==> src/rtl/slm_spi_sequencer.sv <==
// slm_spi_sequencer: arbitrates the power-on init table and 2-byte host frames onto the SPI engine,
// echoing each host transaction's read-back byte to the UART transmitter.
module slm_spi_sequencer #(
    parameter int                     INIT_LEN     = 4,
    parameter logic [INIT_LEN*16-1:0] INIT_TABLE   = '0,
    parameter int                     SPI_TIMEOUT  = 4096,
    parameter int                     BYTE_TIMEOUT = 500000
) (
    input  logic       i_clock,
    input  logic       i_reset_n,
    input  logic       i_rx_dv,
    input  logic [7:0] i_rx_byte,
    input  logic       i_tx_active,
    output logic       o_tx_dv,
    output logic [7:0] o_tx_byte,
    output logic       o_start_transfer,
    output logic [7:0] o_tx_upper_byte,
    output logic [7:0] o_tx_lower_byte,
    input  logic       i_spi_busy,
    input  logic       i_transaction_complete,
    input  logic [7:0] i_rx_lower_byte,
    output logic       o_init_done,
    output logic       o_error
);
    localparam int SW = $clog2(SPI_TIMEOUT + 1);
    localparam int BW = $clog2(BYTE_TIMEOUT + 1);

    typedef enum logic [2:0] {IDLE, ISSUE, WAIT, RESP, GUARD} state_t;

    state_t        state_q, state_d;
    logic [3:0]    idx_q, idx_d;
    logic          host_q, host_d;
    logic          done_q, done_d;
    logic          err_q, err_d;
    logic          start_q, start_d;
    logic [7:0]    up_q, up_d;
    logic [7:0]    lo_q, lo_d;
    logic          txdv_q, txdv_d;
    logic [7:0]    txb_q, txb_d;
    logic [SW-1:0] scnt_q, scnt_d;
    logic          b1v_q, b1v_d;
    logic [7:0]    b1_q, b1_d;
    logic          pend_q, pend_d;
    logic [7:0]    faddr_q, faddr_d;
    logic [7:0]    fdata_q, fdata_d;
    logic [BW-1:0] bcnt_q, bcnt_d;
    logic          take;
    logic          spi_to;
    logic [15:0]   init_tbl [16];

    for (genvar g = 0; g < 16; g++) begin : g_tbl
        if (g < INIT_LEN) begin : g_used
            assign init_tbl[g] = INIT_TABLE[g*16 +: 16];
        end else begin : g_pad
            assign init_tbl[g] = '0;
        end
    end

    assign spi_to = scnt_q >= SW'(SPI_TIMEOUT - 1);

    always_comb begin
        state_d = state_q;
        idx_d   = idx_q;
        host_d  = host_q;
        done_d  = done_q;
        err_d   = err_q;
        start_d = 1'b0;
        up_d    = up_q;
        lo_d    = lo_q;
        txdv_d  = 1'b0;
        txb_d   = txb_q;
        scnt_d  = (scnt_q == SW'(SPI_TIMEOUT)) ? scnt_q : scnt_q + 1'b1;
        b1v_d   = b1v_q;
        b1_d    = b1_q;
        pend_d  = pend_q;
        faddr_d = faddr_q;
        fdata_d = fdata_q;
        bcnt_d  = (bcnt_q == BW'(BYTE_TIMEOUT)) ? bcnt_q : bcnt_q + 1'b1;
        take    = 1'b0;
        case (state_q)
            IDLE: begin
                if (!done_q) begin
                    {up_d, lo_d} = init_tbl[idx_q];
                    host_d       = 1'b0;
                    state_d      = ISSUE;
                end else if (pend_q) begin
                    {up_d, lo_d} = {faddr_q, fdata_q};
                    host_d       = 1'b1;
                    take         = 1'b1;
                    pend_d       = 1'b0;
                    state_d      = ISSUE;
                end
            end
            ISSUE: begin
                if (!i_spi_busy) begin
                    start_d = 1'b1;
                    scnt_d  = '0;
                    state_d = WAIT;
                end
            end
            WAIT: begin
                // completion takes priority over a coincident timeout
                if (i_transaction_complete || spi_to) begin
                    err_d = err_q | !i_transaction_complete;
                    if (host_q) begin
                        txb_d   = i_transaction_complete ? i_rx_lower_byte : 8'hEE;
                        state_d = RESP;
                    end else begin
                        idx_d   = idx_q + 1'b1;
                        done_d  = done_q | (idx_q == 4'(INIT_LEN - 1));
                        state_d = IDLE;
                    end
                end
            end
            RESP: begin
                if (!i_tx_active) begin
                    txdv_d  = 1'b1;
                    state_d = GUARD;
                end
            end
            GUARD:   state_d = IDLE;
            default: state_d = IDLE;
        endcase
        // a frame being taken this cycle frees the pending slot for a new byte 2
        if (i_rx_dv) begin
            bcnt_d = '0;
            if (!b1v_q) begin
                b1v_d = 1'b1;
                b1_d  = i_rx_byte;
            end else begin
                b1v_d = 1'b0;
                if (pend_q && !take) begin
                    err_d = 1'b1;
                end else begin
                    faddr_d = b1_q;
                    fdata_d = i_rx_byte;
                    pend_d  = 1'b1;
                end
            end
        end else if (b1v_q && bcnt_q >= BW'(BYTE_TIMEOUT - 1)) begin
            b1v_d = 1'b0;
        end
    end

    always_ff @(posedge i_clock or negedge i_reset_n) begin
        if (!i_reset_n) begin
            state_q <= IDLE;
            idx_q   <= '0;
            host_q  <= 1'b0;
            done_q  <= 1'b0;
            err_q   <= 1'b0;
            start_q <= 1'b0;
            up_q    <= '0;
            lo_q    <= '0;
            txdv_q  <= 1'b0;
            txb_q   <= '0;
            scnt_q  <= '0;
            b1v_q   <= 1'b0;
            b1_q    <= '0;
            pend_q  <= 1'b0;
            faddr_q <= '0;
            fdata_q <= '0;
            bcnt_q  <= '0;
        end else begin
            state_q <= state_d;
            idx_q   <= idx_d;
            host_q  <= host_d;
            done_q  <= done_d;
            err_q   <= err_d;
            start_q <= start_d;
            up_q    <= up_d;
            lo_q    <= lo_d;
            txdv_q  <= txdv_d;
            txb_q   <= txb_d;
            scnt_q  <= scnt_d;
            b1v_q   <= b1v_d;
            b1_q    <= b1_d;
            pend_q  <= pend_d;
            faddr_q <= faddr_d;
            fdata_q <= fdata_d;
            bcnt_q  <= bcnt_d;
        end
    end

    assign o_tx_dv          = txdv_q;
    assign o_tx_byte        = txb_q;
    assign o_start_transfer = start_q;
    assign o_tx_upper_byte  = up_q;
    assign o_tx_lower_byte  = lo_q;
    assign o_init_done      = done_q;
    assign o_error          = err_q;
endmodule
==> config.mk <==
export PLATFORM = sky130hd
export DESIGN_NAME = slm_spi_sequencer
export DESIGN_NICKNAME = d
export VERILOG_FILES = /design/src/rtl/slm_spi_sequencer.sv
export SDC_FILE = /design/constraint.sdc
export NUM_CORES = 1
export LEC_CHECK = 0
export ABC_AREA = 0
export CAP_MARGIN = 25
export CORE_MARGIN = 3
export CORE_UTILIZATION = 55
export CTS_BUF_LIST = sky130_fd_sc_hd__clkbuf_2 sky130_fd_sc_hd__clkbuf_4 sky130_fd_sc_hd__clkbuf_8
export DETAILED_ROUTE_END_ITERATION = 8
export DONT_BUFFER_PORTS = 1
export GPL_TIMING_DRIVEN = 0
export PLACE_DENSITY = 0.7
export SYNTH_ARGS = -nofsm -noshare
export SYNTH_HDL_FRONTEND = slang
export SYNTH_SLANG_ARGS = --single-unit
==> constraint.sdc <==
create_clock -name i_clock -period 3.5 [get_ports i_clock]
set_input_delay 0.35 -clock i_clock [delete_from_list [all_inputs] [get_ports i_clock]]
set_output_delay 0.35 -clock i_clock [all_outputs]
set_load 0.005 [all_outputs]
==> results of run 1 <==
==> worst max-delay path by stage <==
stage	slack (ns)	from	to	depth (start not counted)
finish	1.57	scnt_q[0]	idx_q[1]	5
CTS	1.55	state_q[2]	fdata_q[2]	6
global placement	1.59	state_q[2]	fdata_q[7]	6
detailed placement	1.56	state_q[2]	fdata_q[1]	6
floorplan	1.78	state_q[2]	faddr_q[5]	6
global route	1.42	state_q[2]	fdata_q[2]	6
==> sequential cells by signal (all words and copies together), names as in the netlist, 3 cells and up <==
signal / flops
o_tx_byte: 8
fdata_q: 8
scnt_q: 13
bcnt_q: 19
idx_q: 4
o_tx_upper_byte: 8
o_tx_lower_byte: 8
faddr_q: 8
b1_q: 8
state_q: 3
==> power by group through the flow <==
stage	logic (mW)	clock network [mW]	registers (mW)
final	0.764	0.709	1.72
after global routing	0.866	0.772	1.77
after CTS	0.775	0.727	1.72
after detailed placement	0.744	0	1.74
after global placement	0.705	0	1.72
after floorplan	0.622	0	1.65
==> cells in the mapped netlist (2+ instances only) <==
cell type  count  area share [%]
o31ai_1        2            0.36
nand2b_1       6            0.91
nor4b_1        4            0.85
or3b_1         2            0.42
xor2_1        14             3.0
or3_1          2            0.30
mux2_1        11             3.0
o22a_1         6             1.3
nor4_1         5            0.76
nand3_1       14             1.7
nand4_1        2            0.30
o21ai_0        6            0.73
nor3_1         9             1.1
nand2_1       21             1.9
mux2_2        15             4.1
a21o_1         2            0.36
and4_1         3            0.63
dfrtp_1       94              57
clkbuf_1       5            0.45
xnor2_1       13             2.8
and3_1         3            0.45
inv_1         13             1.2
a21oi_1        6            0.73
nand4_2        3            0.91
ha_1           5             1.5
or4_1          2            0.36
a22o_1        16             3.4
nor2_1        32             2.9
buf_2          4            0.48
==> cell families (layout without fill, tap and decap cells) <==
group / after synthesis / in the layout
AO/OA/AOI/OAI: 51 / 51
buffers and inverters: 23 / 41
flip-flops: 94 / 94
adder cells (fa/ha/maj): 5 / 5
AND/OR/NAND/NOR: 118 / 118
XOR/XNOR: 27 / 27
multiplexers: 27 / 27
==> per-stage QoR <==
| step | utilization (%) | area [sq um] | worst slack [ns] | std cells |
|---|---|---|---|---|
| CTS | 61.72 | 4501 | 1.547 | 462 |
| global placement | 58.48 | 4264 | 1.586 | 444 |
| detailed placement | 58.48 | 4264 | 1.558 | 444 |
| global route | 61.72 | 4501 | 1.417 | 462 |
| floorplan | - | 4140 | 1.778 | 345 |
| finish | 61.72 | 4501 | 1.566 | 462 |
==> area by class of cell <==
| class | instances | area, sq um |
|---|---|---|
| buffer | 10 | 50.05 |
| clock buffer | 9 | 123.9 |
| clock inverter | 7 | 75.07 |
| fill | 618 | 2791 |
| inverter | 13 | 48.80 |
| multi-input combinational | 228 | 1689 |
| sequential | 94 | 2352 |
| tap | 99 | 123.9 |
| timing repair buffer | 2 | 37.54 |
==> critical path, cell delays in order, from the launching register on <==
cell and delay [ns]:
dfrtp_1 0.49, ha_1 0.28, a21oi_1 0.10, o41ai_4 0.43, o21a_4 0.22, mux2_1 0.31
==> per-layer routing <==
metal	up-vias	GRT usage, %	share of wire, %
met5	-	0	0
met2	40	30.71	48
met3	8	6.499	4.8
met1	1283	25.58	46
met4	0	5.250	0.99
li1	1254	-	-
==> metrics.txt, run 1 <==
status=finished clean; Final Net Count=385; Crit path required time=3.76 ns; Fmax=0.5170 GHz; CTS Buffer Depth=2; largest family of logic cells by synthesized area=simple AND/OR/NAND/NOR gates; Rel. slew slack=62.07%; Reg power frac=53.8%; die width=92.76 um; Post-Synth XOR/XNOR Area=5.712%; final clock period utilization by the worst path=55.27%; Int Pwr=2.104 mW; routability cong.=0.7786; CTS tree=built; Post-route DRC=0; final setup TNS=0 ns; die area=8604 sq um; Tmin final=1.934 ns; sw frac=34.05%; RSZ-0062 raised after global routing=false; Max VDD drop=0.4263 mV; sequential element share of the synthesized area=56.81%; antenna violations before repair=0; first-pass GRT wire length=13040 um; layout cell share with drive strength beyond 1=14.33%; ANT nets after route=0; Area Growth Syn to Fin=8.704%; worst skew pair latency=0.36 ns; wire per inst=16.56 um; simple-gate share of the synthesized area=16.02%; static leakage=2.013 nW; violation count after the first detailed-route iteration=156; post-synth cell types=54; Syn Nets=372; adder-cell share of the synthesized area=1.511%; GRT Util Overall=19.37%; Detailed Route WL=7649 um; multiplexer share of the synthesized area=7.313%; crit path capture type=flop; Setup Fix Bufs, Post-CTS=0; pin count of the biggest net entering global routing=95; startpoint class of the critical path=flop; cts repair resizes=0; FF-to-FF path depth=5; max cap viols=0; H-tree depth=3; Pre-antenna DRT Iters=4; setup violators final=0; final hold slack=0.04852 ns; Core Area=7292 sq um; min-delay src=i_tx_active; Antenna Diode Count=0; vias in the first global route=2608; Max Slew Vio Count=0; number of synthesized flops with an enable pin=0; Async SR Flop Fraction=100.0%; Clk pin slew, worst setup/hold paths=0.10 ns; FF-to-FF setup slack=1.57 ns; Overflow after GRT=0; hold path cells=1; Slew @ Worst Pin=0.5689 ns; Crit Path Class=reg2reg; total CTS buffers=9; commonest non-fill, non-tap cells in the layout=94 x dfrtp_1, 32 x nor2_1, 21 x nand2_1, 16 x a22o_1, 15 x mux2_2; Hold Crit Class=in2reg; yosys warns=0; Comb pwr share=24.0%; routed via count=2585; skew final=0.01205 ns; commonest non-fill, non-tap cell in the layout=dfrtp_1; port buffer count=0; Worst Hold End=state_q[2]; clock share of power=22.2%; R2R Path End=idx_q[1]; Initial Utilization=56.78%; final hold vios=0; post-synthesis register bit count=94; die height=92.76 um; clock sinks=94; PwrDens=708.8 nW/um^2; Reg2Reg Launch Point=scnt_q[0]; Rows=31; Root Buffer Master=clkbuf_8; ys flop type=dfrtp_1; critical path data arrival time=2.19 ns; post-synthesis cell area=4140 sq um; maximum fanout along the worst path=7; Tot Pwr=3.190 mW; cells after synthesis=345; Switch Pwr=1.086 mW; hpwl dp=5226 um; hold_buf cts=2; post-synthesis compound-gate area fraction=10.24%; total I/O pin count=50; Post-Syn Area per Cell=12.00 sq um; Via density=5.595
Power figures use the tool's default switching activity.
==> run 2, diff against run 1 <==
--- a/config.mk
+++ b/config.mk
@@ -13,7 +13,7 @@
 export DETAILED_ROUTE_END_ITERATION = 8
 export DONT_BUFFER_PORTS = 1
 export GPL_TIMING_DRIVEN = 0
-export PLACE_DENSITY = 0.7
+export PLACE_DENSITY = 0.73
 export SYNTH_ARGS = -nofsm -noshare
 export SYNTH_HDL_FRONTEND = slang
 export SYNTH_SLANG_ARGS = --single-unit
==> constraint.sdc (replaced) <==
create_clock -name i_clock -period 1.6 [get_ports i_clock]
set_input_delay 0.16 -clock i_clock [delete_from_list [all_inputs] [get_ports i_clock]]
set_output_delay 0.16 -clock i_clock [all_outputs]
set_load 0.005 [all_outputs]
==> run 2 against run 1 <==
The run now ends with hold timing, setup timing left; utilization up 9.2 points; design area grew 15%; via count up 13%; highest routed layer unchanged; maximum frequency up 19%; critical endpoint unchanged; total power increased by 140%; first-iteration DRC count is 16% lower; clock skew grew 0.0017 ns; non-clock buffer count up 54; die area did not move.
==> metrics.txt, run 2 (same netlist as run 1, synthesis figures left out) <==
Core Area=7292 sq um; antenna violations before repair=0; commonest non-fill, non-tap cell in the layout=dfrtp_1; Comb pwr share=31.2%; placed cell count=444; Slew @ Worst Pin=0.6099 ns; port buffer count=0; routed via count=2932; first-pass GRT wire length=13940 um; die height=92.76 um; Detailed Route WL=8643 um; H-tree depth=3; Rel. slew slack=59.34%; startpoint class of the critical path=flop; fill count=525; critical path data arrival time=1.88 ns; clock sinks=94; skew final=0.01378 ns; PwrDens=1493 nW/um^2; Tmin final=1.626 ns; violation count after the first detailed-route iteration=131; failing checks=hold timing, setup timing; Initial Utilization=56.78%; max cap viols=0; setup violators final=12; layout cell share with drive strength beyond 1=31.18%; Reg with most FFs=bcnt_q; Final Net Count=439; die width=92.76 um; wire per inst=16.75 um; status=finished with violations; static leakage=2.339 nW; Reg power frac=49.3%; Pre-antenna DRT Iters=4; sw frac=33.15%; ANT nets after route=0; Crit Path Class=reg2reg; CTS Buffer Depth=2; Final Util=70.93%; RSZ-0062 raised after global routing=true; Post-route DRC=0; largest registers=bcnt_q x19, scnt_q x13; Int Pwr=5.161 mW; Tot Pwr=7.721 mW; GRT Util Overall=20.51%; total I/O pin count=50; crit path capture type=flop; routability cong.=0.8326; total CTS buffers=9; Switch Pwr=2.560 mW; commonest non-fill, non-tap cells in the layout=84 x dfrtp_1, 33 x buf_4, 30 x nor2_1, 19 x nand2_1, 19 x dlygate4sd3_1; hpwl dp=5000 um; pin count of the biggest net entering global routing=95; Antenna Diode Count=0; maximum fanout along the worst path=6; clock share of power=19.5%; max reg flops=19; final clock period utilization by the worst path=101.6%; final hold vios=94; Rows=31; Via density=5.682; Max VDD drop=1.119 mV; Root Buffer Master=clkbuf_8; worst setup margin=-0.02586 ns; Crit path required time=1.86 ns; Layout Cells excl Fill=516; Overflow after GRT=0; die area=8604 sq um; Max Slew Vio Count=0; worst skew pair latency=0.36 ns; Fmax=0.6151 GHz; Area Growth Syn to Fin=24.93%; final hold slack=-0.5247 ns; hold_buf cts=19; Clk pin slew, worst setup/hold paths=0.10 ns; vias in the first global route=2855; Hold Crit Class=in2async; CTS tree=built
## run 2: through the flow
| step | hold slack, ns | cell area [sq um] | setup TNS, ns | setup WS (ns) |
|---|---|---|---|---|
| global placement | -0.1332 | 4293 | -3.566 | -0.1942 |
| floorplan | -0.1356 | 4169 | -0.3051 | -0.02826 |
| detailed placement | -0.1333 | 4293 | -5.224 | -0.2222 |
| global route | -0.5428 | 5172 | -2.534 | -0.1249 |
| finish | -0.5247 | 5172 | -0.1346 | -0.02586 |
| CTS | -0.5346 | 4952 | -1.103 | -0.09283 |
## run 2: repair_timing
| action | 4_1_cts | 5_1_grt |
|---|---|---|
| setup endpoints to repair | 56 | 56 |
| resized for setup | 26 | 33 |
| hold endpoints to repair | 124 | 94 |
| pin swaps | 7 | 7 |
| buffers inserted | 23 | 16 |
| gates cloned | 1 | 0 |
## run 2: area by class of cell
cell class | instances | area, sq um | area share (%)
Multi-Input combinational cell | 228 | 1897 | 36.67
Clock buffer | 9 | 123.9 | 2.395
Inverter | 13 | 48.80 | 0.9434
Clock inverter | 7 | 63.81 | 1.234
Tap cell | 99 | 123.9 | 2.395
Buffer | 8 | 45.04 | 0.8708
Sequential cell | 94 | 2365 | 45.72
Timing Repair Buffer | 58 | 505.5 | 9.773
## run 2: worst paths after layout
kind | from | endpoint | slack [ns] | depth (start not counted)
max in group asynchronous | i_reset_n | bcnt_q[11] | 1.98 | 0
worst max register to register | state_q[2] | idx_q[1] | -0.03 | 4
worst min register to register | idx_q[3] | idx_q[3] | 0.50 | 1
min in group i_clock | i_transaction_complete | state_q[1] | 0.02 | 2
worst min-delay path | i_reset_n | o_start_transfer | -0.52 | 0
worst max-delay path | state_q[2] | idx_q[1] | -0.03 | 4
## run 2: power by group through the flow
stage	combinational, mW	clock [mW]	sequential [mW]
2_1_floorplan	1.42	0	3.62
3_3_place_gp	1.61	0	3.78
3_5_place_dp	1.68	0	3.80
4_1_cts	2.03	1.53	3.77
5_1_grt	2.64	1.64	3.89
6_report	2.41	1.50	3.81
## run 2: layer usage
metal	vias up	share of wire, %	GRT usage (%)
met2	47	50	33.05
met1	1506	44	26.98
li1	1370	-	-
met5	-	0	0
met4	0	1.3	7.570
met3	9	4.6	5.037
## run 2: critical path, stage by stage, from the launching register on
cell,delay [ns]
dfrtp_2,0.48
or3b_4,0.46
nor2_4,0.10
o21a_4,0.18
mux2_4,0.31
